## src/rtl/namco_io_chip.sv

```systemverilog
// Namco 56xx/58xx-style custom I/O chip: 16x4 nibble register file plus a VBLANK-triggered
// command engine. Define NAMCO_IO_FREEPLAY_EN to report a fixed 99 credits and ignore coins.
module namco_io_chip #(
  parameter int unsigned COIN_PER_CRED = 1,
  parameter int unsigned CRED_MAX      = 99
) (
  input  logic        CLKCPUx2,
  input  logic        RESET,
  input  logic        IO_RESET,
  input  logic        VBLANK,
  input  logic        CS,
  input  logic        WE,
  input  logic [3:0]  ADRS,
  input  logic [3:0]  DI,
  output logic [3:0]  DO,
  input  logic [11:0] INP,
  input  logic [2:0]  BTN,
  input  logic [23:0] DSW,
  output logic        BUSY
);

  typedef enum logic [1:0] {StIdle, StCalc, StExec} state_e;

  state_e      state_q, state_d;
  logic [3:0]  ram_q [16];
  logic [3:0]  ram_d [16];
  logic [3:0]  do_q, do_d;
  logic        vb_q;
  logic        busy_q, busy_d;
  logic [2:0]  idx_q, idx_d;
  logic [3:0]  mode_q, mode_d;
  logic [11:0] inp_q, inp_d;
  logic [2:0]  btn_q, btn_d;
  logic [23:0] dsw_q, dsw_d;
  logic [2:0]  hist_q, hist_d;
  logic [2:0]  edge_q, edge_d;
  logic [6:0]  cred_q, cred_d;
  logic [3:0]  presc_q, presc_d;

  logic        trig;
  logic [2:0]  new_edge;
  logic [5:0]  p1, p2;
  logic [3:0]  cred_tens, cred_ones;
  logic        exec_wr;
  logic [3:0]  exec_val;

  assign trig     = VBLANK & ~vb_q;
  assign new_edge = btn_q & ~hist_q;
  assign p1       = inp_q[5:0];
  assign p2       = inp_q[11:6];
  assign DO       = do_q;
  assign BUSY     = busy_q;

`ifdef NAMCO_IO_FREEPLAY_EN
  assign cred_tens = 4'd9;
  assign cred_ones = 4'd9;
`else
  logic [6:0] cred_tmp;
  assign cred_tens = 4'(cred_q / 7'd10);
  assign cred_ones = 4'(cred_q % 7'd10);
`endif

  // Result nibble for the current EXEC slot.
  always_comb begin
    exec_wr  = 1'b1;
    exec_val = 4'h0;
    case (mode_q)
      4'd1: begin
        case (idx_q)
          3'd0:    exec_val = cred_tens;
          3'd1:    exec_val = cred_ones;
          3'd2:    exec_val = p1[3:0];
          3'd3:    exec_val = {1'b0, edge_q[0], p1[5:4]};
          3'd4:    exec_val = p2[3:0];
          3'd5:    exec_val = {1'b0, edge_q[1], p2[5:4]};
          default: exec_val = 4'h0;
        endcase
      end
      4'd3: begin
        case (idx_q)
          3'd0:    exec_val = {1'b0, btn_q};
          3'd1:    exec_val = p1[3:0];
          3'd2:    exec_val = {2'b00, p1[5:4]};
          3'd3:    exec_val = p2[3:0];
          3'd4:    exec_val = {2'b00, p2[5:4]};
          default: exec_val = 4'h0;
        endcase
      end
      4'd4: begin
        if (idx_q < 3'd6) exec_val = dsw_q[{idx_q, 2'b00} +: 4];
      end
      4'd8: begin
        case (idx_q)
          3'd0:    exec_val = 4'd6;
          3'd1:    exec_val = 4'd9;
          default: exec_val = 4'h0;
        endcase
      end
      default: exec_wr = 1'b0;
    endcase
  end

  always_comb begin
    state_d = state_q;
    busy_d  = busy_q;
    idx_d   = idx_q;
    mode_d  = mode_q;
    inp_d   = inp_q;
    btn_d   = btn_q;
    dsw_d   = dsw_q;
    hist_d  = hist_q;
    edge_d  = edge_q;
    cred_d  = cred_q;
    presc_d = presc_q;
    ram_d   = ram_q;
    do_d    = ram_q[ADRS];
`ifndef NAMCO_IO_FREEPLAY_EN
    cred_tmp = cred_q;
`endif
    if (IO_RESET) begin
      state_d = StIdle;
      busy_d  = 1'b0;
      cred_d  = '0;
      presc_d = '0;
    end else begin
      case (state_q)
        StIdle: begin
          if (trig) begin
            mode_d  = ram_q[8];
            inp_d   = INP;
            btn_d   = BTN;
            dsw_d   = DSW;
            state_d = StCalc;
          end
        end
        StCalc: begin
          edge_d  = new_edge;
          hist_d  = btn_q;
          busy_d  = 1'b1;
          idx_d   = 3'd0;
          state_d = StExec;
`ifndef NAMCO_IO_FREEPLAY_EN
          if (mode_q == 4'd1) begin
            if (new_edge[2]) begin
              if (32'(presc_q) + 32'd1 >= COIN_PER_CRED) begin
                presc_d = '0;
                if (32'(cred_tmp) < CRED_MAX) cred_tmp = cred_tmp + 7'd1;
              end else begin
                presc_d = presc_q + 4'd1;
              end
            end
            // Start1 takes priority; Start2 only considered when Start1 did not fire.
            if (new_edge[0] && cred_tmp >= 7'd1) cred_tmp = cred_tmp - 7'd1;
            else if (new_edge[1] && cred_tmp >= 7'd2) cred_tmp = cred_tmp - 7'd2;
            cred_d = cred_tmp;
          end
`endif
        end
        StExec: begin
          if (exec_wr) ram_d[{1'b0, idx_q}] = exec_val;
          idx_d = idx_q + 3'd1;
          if (idx_q == 3'd7) begin
            state_d = StIdle;
            busy_d  = 1'b0;
          end
        end
        default: state_d = StIdle;
      endcase
    end
    // CPU write overrides any engine write to the same nibble.
    if (CS && WE) ram_d[ADRS] = DI;
  end

  always_ff @(posedge CLKCPUx2) begin
    if (RESET) begin
      for (int i = 0; i < 16; i++) ram_q[i] <= 4'h0;
      state_q <= StIdle;
      do_q    <= 4'h0;
      vb_q    <= 1'b0;
      busy_q  <= 1'b0;
      idx_q   <= 3'd0;
      mode_q  <= 4'h0;
      inp_q   <= '0;
      btn_q   <= '0;
      dsw_q   <= '0;
      hist_q  <= '0;
      edge_q  <= '0;
      cred_q  <= '0;
      presc_q <= '0;
    end else begin
      ram_q   <= ram_d;
      state_q <= state_d;
      do_q    <= do_d;
      vb_q    <= VBLANK;
      busy_q  <= busy_d;
      idx_q   <= idx_d;
      mode_q  <= mode_d;
      inp_q   <= inp_d;
      btn_q   <= btn_d;
      dsw_q   <= dsw_d;
      hist_q  <= hist_d;
      edge_q  <= edge_d;
      cred_q  <= cred_d;
      presc_q <= presc_d;
    end
  end

endmodule

```

## config.mk

```make
export PLATFORM = sky130hd
export DESIGN_NAME = namco_io_chip
export DESIGN_NICKNAME = d
export VERILOG_FILES = /design/src/rtl/namco_io_chip.sv
export SDC_FILE = /design/constraint.sdc
export NUM_CORES = 1
export LEC_CHECK = 0
export CAP_MARGIN = 10
export CELL_PAD_IN_SITES_DETAIL_PLACEMENT = 1
export CELL_PAD_IN_SITES_GLOBAL_PLACEMENT = 2
export CORE_AREA = 2 2 142 144
export CTS_CLUSTER_DIAMETER = 200
export DETAILED_ROUTE_END_ITERATION = 6
export DIE_AREA = 0 0 144 146
export GPL_ROUTABILITY_DRIVEN = 1
export PLACE_DENSITY = 0.82
export SETUP_SLACK_MARGIN = 0.05
export SYNTH_ARGS = -nofsm -noshare
export SYNTH_HDL_FRONTEND = slang
export SYNTH_SLANG_ARGS = --single-unit
export TNS_END_PERCENT = 50
```

## constraint.sdc

```tcl
create_clock -name CLKCPUx2 -period 6 [get_ports CLKCPUx2]
set_input_delay 1.2 -clock CLKCPUx2 [delete_from_list [all_inputs] [get_ports CLKCPUx2]]
set_output_delay 1.2 -clock CLKCPUx2 [all_outputs]
set_load 0.05 [all_outputs]
```

==> results of run 1 <==
[power by group]
group	internal [mW]	switching [mW]
combinational	0.0630	0.0794
sequential	0.906	0.0112
clock	0.740	0.412
[tightest hold or removal path: stages (launching register included)]
cell	delay, ns
dfxtp_1	0.31
nand2_1	0.05
a21oi_1	0.05
[per-stage QoR]
| step | hold slack [ns] | instances | total power [mW] | cell area, um^2 |
|---|---|---|---|---|
| after floorplan | 0.433 | 892 | 1.01 | 7440 |
| after global placement | 0.443 | 1164 | 1.08 | 8140 |
| after detailed placement | 0.452 | 1164 | 1.08 | 8140 |
| after CTS | 0.460 | 1196 | 2.23 | 8790 |
| after global routing | 0.484 | 1196 | 2.29 | 8790 |
| final | 0.455 | 1196 | 2.21 | 8790 |
[final timing paths]
path | start | end | cells past startpoint
max reg2reg | cred_q[6]$_SDFFE_PP0P_ | cred_q[3]$_SDFFE_PP0P_ | 12
max | cred_q[6]$_SDFFE_PP0P_ | cred_q[3]$_SDFFE_PP0P_ | 12
min | dsw_q[1]$_SDFFE_PP0P_ | dsw_q[1]$_SDFFE_PP0P_ | 2
min reg2reg | dsw_q[1]$_SDFFE_PP0P_ | dsw_q[1]$_SDFFE_PP0P_ | 2
[layout by cell type (no fill, tap or decap), types with 6 or more instances in the layout]
cell,n
nand2_1,163
dfxtp_1,134
a21oi_1,101
nor2_1,90
clkdlybuf4s50_1,56
mux2i_1,35
o21ai_0,33
nor2b_1,20
mux4_2,20
ha_1,20
inv_1,19
nor3_1,17
clkbuf_16,17
nand2b_1,12
nand3_1,12
a211o_1,11
mux2_2,10
a221oi_1,9
a211oi_1,8
buf_4,7
xnor2_1,6
nor3b_1,6
o211ai_1,6
and2_1,6
[metal layers]
| layer | routed length (um) | vias up | track usage |
|---|---|---|---|
| met2 | 11600 | 102 | 0.386 |
| li1 | - | 3240 | - |
| met5 | 0 | - | 0 |
| met1 | 10300 | 3388 | 0.296 |
| met4 | 456 | 0 | 0.0755 |
| met3 | 596 | 31 | 0.0349 |
[layout make-up]
| cell class | instances | area, um^2 |
|---|---|---|
| timing repair buffer | 63 | 613 |
| fill | 2308 | 10500 |
| clock buffer | 21 | 480 |
| sequential | 134 | 2680 |
| inverter | 19 | 71.3 |
| clock inverter | 11 | 171 |
| multi-input combinational | 683 | 4440 |
| tap | 265 | 332 |
[registers in the layout (all words and copies together) (netlist names)]
| name | count |
|---|---|
| BUSY | 1 |
| DO | 4 |
| btn_q | 3 |
| cred_q | 7 |
| dsw_q | 24 |
| edge_q | 2 |
| hist_q | 3 |
| idx_q | 3 |
| inp_q | 12 |
| mode_q | 4 |
| presc_q | 4 |
| ram_q | 64 |
| state_q | 2 |
| vb_q | 1 |
[cell families (layout without fill, tap and decap cells)]
logic type | Yosys count | count (layout) | share of synthesized area
compound gates | 230 | 230 | 0.211
simple gates | 360 | 360 | 0.219
flops | 134 | 134 | 0.361
buf+inv | 75 | 114 | 0.0429
mux | 65 | 65 | 0.123
xor+xnor | 7 | 7 | 0.00824
fa+ha+maj | 21 | 21 | 0.0350
==> results.py, run 1 <==
metrics = {
    "sta": {
        "clock-skew-final_ns": 0.00682,
        "fin_setup_tns_ns": 0,
        "drv_slew": 0,
        "slew_headroom": 0.354,
        "worst_slack_ns": 1.72,
        "worst_slew_pin_slew_ns": 0.961,
        "hold_violations": 0,
        "period_needed_ns": 4.28,
        "finalSetupViolations": 0,
        "fmax_mhz": 233,
        "rsz0062_at_grt": "no",
        "min_period_over_period": 0.714,
    },
    "clock_tree": {
        "clock_latency_ns": 0.42,
        "hold_buffers": 0,
        "cts_tree": "done",
        "cts_htree_levels": 4,
        "clk_pin_slew_ns": 0.06,
        "cts_sinks": 134,
        "clockBufferDepth": 2,
        "cts_setup_buffers": 0,
        "numCtsBuffers": 17,
        "ctsResizeCount": 0,
        "cts-root-buf": "clkbuf_16",
    },
    "floorplanning": {
        "io_pins": 58,
        "die_y_um": 146,
        "die_w_um": 144,
        "die_area_mm2": 0.0210,
        "core_mm2": 0.0193,
        "fp-row-count": 51,
        "initial_core_util": 0.385,
    },
    "detailed_routing": {
        "dr_total_vias": 6761,
        "drt_iter0_drc": 334,
        "wl_per_cell_um": 19.1,
        "route.detailed.drc": 0,
        "finalWirelength_um": 22900,
        "ant_nets": 0,
        "firstDrtPassIters": 4,
        "vias_per_cell": 5.65,
    },
    "yosys": {
        "synth_area_leaders": "dfxtp_1, nand2_1, a21oi_1, mux4_2, mux2i_1",
        "netlist_instances": 892,
        "synth_edf_count": 0,
        "synth.most_common_cell": "nand2_1",
        "synth.largest_area_cell": "dfxtp_1",
        "synth.top_cells.by_count": "nand2_1, dfxtp_1, a21oi_1",
        "synth-seq-cells": 134,
        "syn_area_mm2": 0.00744,
        "synth_cell_types": 75,
        "synth-seq-area-share": 0.361,
        "mappedNetlistNets": 965,
        "synth_warnings": 0,
        "synth-main-ff-cell": "dfxtp_1",
        "avgSynthCellArea_um2": 8.34,
        "synth-async-reset-ratio": 0,
        "yosysTopAreaCellShare": 0.361,
    },
    "placement": {
        "finalWeightedCongestion": 0.835,
        "dpl.hpwl_um": 16500,
        "post-place-ws_ns": 1.72,
        "port_buffers": 57,
    },
    "finish": {
        "diodes": 0,
        "area_delta_synth_final_pct": 18.2,
        "drive_above_1_share": 0.0988,
        "layout.nets": 991,
        "post-route-util": 0.455,
    },
    "critical_path": {
        "reg2reg_slack_ns": 1.72,
        "slowest_stage": "dfxtp_1",
        "required_ns": 6.31,
        "cp_max_fo": 23,
        "worstPathCellList": "nand2_1 > a21oi_1 > a21oi_4 > mux2i_1 > ha_1 > nor4b_1 > mux2i_1 > or4_4 > and2_4 > mux2i_1 > a2111o_1 > o311ai_0",
        "cpMostUsedCell": "mux2i_1",
        "arrival_ns": 4.59,
        "crit_buf_inv": 0,
        "crit_family": "simple AND/OR/NAND/NOR gates",
        "crit_type": "register to register",
        "end_kind": "register",
        "slowest_delay_ns": 0.81,
        "cp-start-kind": "register",
    },
    "global_routing": {
        "grt_max_degree": 81,
        "grt_pass1_vias": 7161,
        "antenna_found_initial": 0,
        "grt_overflow": 0,
        "grt.total_usage": 0.228,
        "grt_pass1_wl_um": 37900,
    },
    "min_path": {
        "holdCritPathClass": "register to register",
    },
    "power": {
        "p_leak_nw": 2.96,
        "ir_drop_mv": 0.194,
        "powerDensity_mw_per_mm2": 252,
    },
    "run_status": {
        "outcome": "completed",
    },
    "flow_run": {
        "drv_cap": 0,
    },
}
(Power assumes the default switching activity.)
==> run 2, diff against run 1 <==
- CORE_AREA: 2 2 142 144 -> 2 2 147 149
- DIE_AREA: 0 0 144 146 -> 0 0 149 151
- PLACE_DENSITY: 0.82 -> 0.77
- clock period: 6 -> 4 ns (I/O delays scaled with it)
==> results.py, run 2 (synthesis results as in run 1) <==
metrics = {
    "run_status": {
        "outcome": "completed",
    },
    "critical_path": {
        "required_ns": 4.32,
        "cp_max_fo": 8,
        "cp-start-kind": "register",
        "crit_type": "register to register",
        "arrival_ns": 4.05,
        "slowest_stage": "or4_4",
        "timing.rr.end": "cred_q[3]$_SDFFE_PP0P_",
        "worstPathCellList": "inv_1 > ha_1 > o41ai_4 > buf_4 > buf_4 > a21o_2 > a21oi_1 > ha_1 > nor4b_1 > mux2i_1 > or4_4 > and2_4 > mux2i_1 > a2111o_1 > o311ai_0",
        "end_kind": "register",
        "r2r-start": "presc_q[0]$_SDFFE_PP0P_",
        "reg2reg_slack_ns": 0.27,
        "slowest_delay_ns": 0.52,
        "rr_worst_depth": 15,
    },
    "clock_tree": {
        "clock_latency_ns": 0.43,
        "cts-root-buf": "clkbuf_16",
        "numCtsBuffers": 17,
        "clockBufferDepth": 2,
        "clk_pin_slew_ns": 0.06,
        "cts_sinks": 134,
        "cts_htree_levels": 4,
        "hold_buffers": 0,
        "cts_tree": "done",
    },
    "min_path": {
        "hold_depth": 2,
        "hp-start": "dsw_q[1]$_SDFFE_PP0P_",
        "holdPathEnd": "dsw_q[1]$_SDFFE_PP0P_",
        "holdCritPathClass": "register to register",
    },
    "detailed_routing": {
        "top_layer_used": "met4",
        "ant_nets": 0,
        "wl_met1_um": 10800,
        "drt_iter0_drc": 287,
        "dr_total_vias": 6697,
        "firstDrtPassIters": 5,
        "route.detailed.drc": 0,
        "wl_per_cell_um": 18.6,
        "vias_per_cell": 5.44,
        "finalWirelength_um": 22900,
        "wl_met2_um": 11000,
        "wl_met3_um": 645,
    },
    "floorplanning": {
        "die_w_um": 149,
        "initial_core_util": 0.357,
        "fp-row-count": 53,
        "core_mm2": 0.0208,
        "io_pins": 58,
        "die_area_mm2": 0.0225,
        "die_y_um": 151,
    },
    "finish": {
        "top_register": "ram_q",
        "final.fill_count": 2477,
        "largest_reg_flops": 64,
        "final_cell_area_mm2": 0.00892,
        "layout.nets": 1017,
        "top_regs": "ram_q: 64 flops, dsw_q: 24 flops, inp_q: 12 flops",
        "register_area_mm2": 0.00268,
        "multi_input_area_mm2": 0.00445,
        "diodes": 0,
        "area_delta_synth_final_pct": 20.0,
        "final_common_cell": "nand2_1",
        "layout_common_cells": "nand2_1, dfxtp_1, a21oi_1, nor2_1, clkdlybuf4s50_1",
        "drive_above_1_share": 0.123,
    },
    "sta": {
        "slew_headroom": 0.368,
        "fmax_mhz": 268,
        "min_period_over_period": 0.933,
        "fin_setup_tns_ns": 0,
        "drv_slew": 0,
        "period_needed_ns": 3.73,
        "clock-skew-final_ns": 0.0109,
        "hold_violations": 0,
        "worst_slew_pin_slew_ns": 0.948,
        "rsz0062_at_grt": "no",
        "finalSetupViolations": 0,
        "worst_hold_slack_ns": 0.455,
    },
    "global_routing": {
        "antenna_found_initial": 0,
        "grt_overflow": 0,
        "grt_pass1_wl_um": 37600,
        "grt.total_usage": 0.214,
        "grt_max_degree": 49,
        "grt_pass1_vias": 6786,
    },
    "power": {
        "p_leak_nw": 3.05,
        "powerDensity_mw_per_mm2": 353,
        "ir_drop_mv": 0.229,
    },
    "placement": {
        "post_dp_cell_area_mm2": 0.00833,
        "dpl.hpwl_um": 15900,
        "finalWeightedCongestion": 0.838,
        "port_buffers": 57,
    },
    "flow_run": {
        "drv_cap": 0,
    },
}
==> run 2: report_power, final <==
part,total (mW),switching [mW],leakage (nW),internal (mW)
Clock,1.55,0.660,0.266,0.894
Combinational,0.219,0.121,1.70,0.0986
Sequential,1.37,0.0154,1.08,1.36
==> run 2: how the worst max path moves through the flow <==
stage          slack [ns]  cells past startpoint                    start                endpoint
2_1_floorplan        0.10                     14  presc_q[0]$_SDFFE_PP0P_  cred_q[3]$_SDFFE_PP0P_
3_3_place_gp         0.21                     13  presc_q[0]$_SDFFE_PP0P_  cred_q[3]$_SDFFE_PP0P_
3_5_place_dp         0.15                     13  presc_q[0]$_SDFFE_PP0P_  cred_q[3]$_SDFFE_PP0P_
4_1_cts              0.12                     13  presc_q[0]$_SDFFE_PP0P_  cred_q[3]$_SDFFE_PP0P_
5_1_grt              0.03                     15  presc_q[0]$_SDFFE_PP0P_  cred_q[3]$_SDFFE_PP0P_
6_report             0.27                     15  presc_q[0]$_SDFFE_PP0P_  cred_q[3]$_SDFFE_PP0P_
==> run 2: per-stage QoR <==
step	total power [mW]	util	setup WS, ns	cells
3_5_place_dp	1.62	0.400	0.148	1197
6_report	3.15	0.429	0.269	1231
3_3_place_gp	1.62	0.400	0.215	1197
5_1_grt	3.26	0.429	0.0302	1231
2_1_floorplan	1.52	-	0.102	892
4_1_cts	3.18	0.427	0.122	1228
==> run 2: routing by layer <==
| layer | GRT usage | up-vias |
|---|---|---|
| met5 | 0 | - |
| met4 | 0.0671 | 0 |
| met3 | 0.0322 | 22 |
| met2 | 0.367 | 100 |
| met1 | 0.278 | 3285 |
| li1 | - | 3290 |
==> run 2: layout make-up <==
class                           count  share of cell area
Clock buffer                       19              0.0507
Clock inverter                     12              0.0133
Inverter                           19             0.00799
Multi-Input combinational cell    683               0.498
Sequential cell                   134               0.301
Tap cell                          275              0.0386
Timing Repair Buffer               89              0.0906
==> run 2: timing repair <==
action	in CTS	in global routing
endpoints found under the hold margin	0	0
setup buffers	0	3
gates resized for setup	0	1
endpoints found under the setup margin	0	6
==> run 2: critical path: cells and delay by family, from the launching register on <==
kind	cells	cell delay, ns
buffers and inverters	3	0.38
multiplexers	2	0.31
AO/OA/AOI/OAI	5	0.99
AND/OR/NAND/NOR	3	1.00
adder cells (fa/ha/maj)	2	0.61
flip-flops	1	0.34
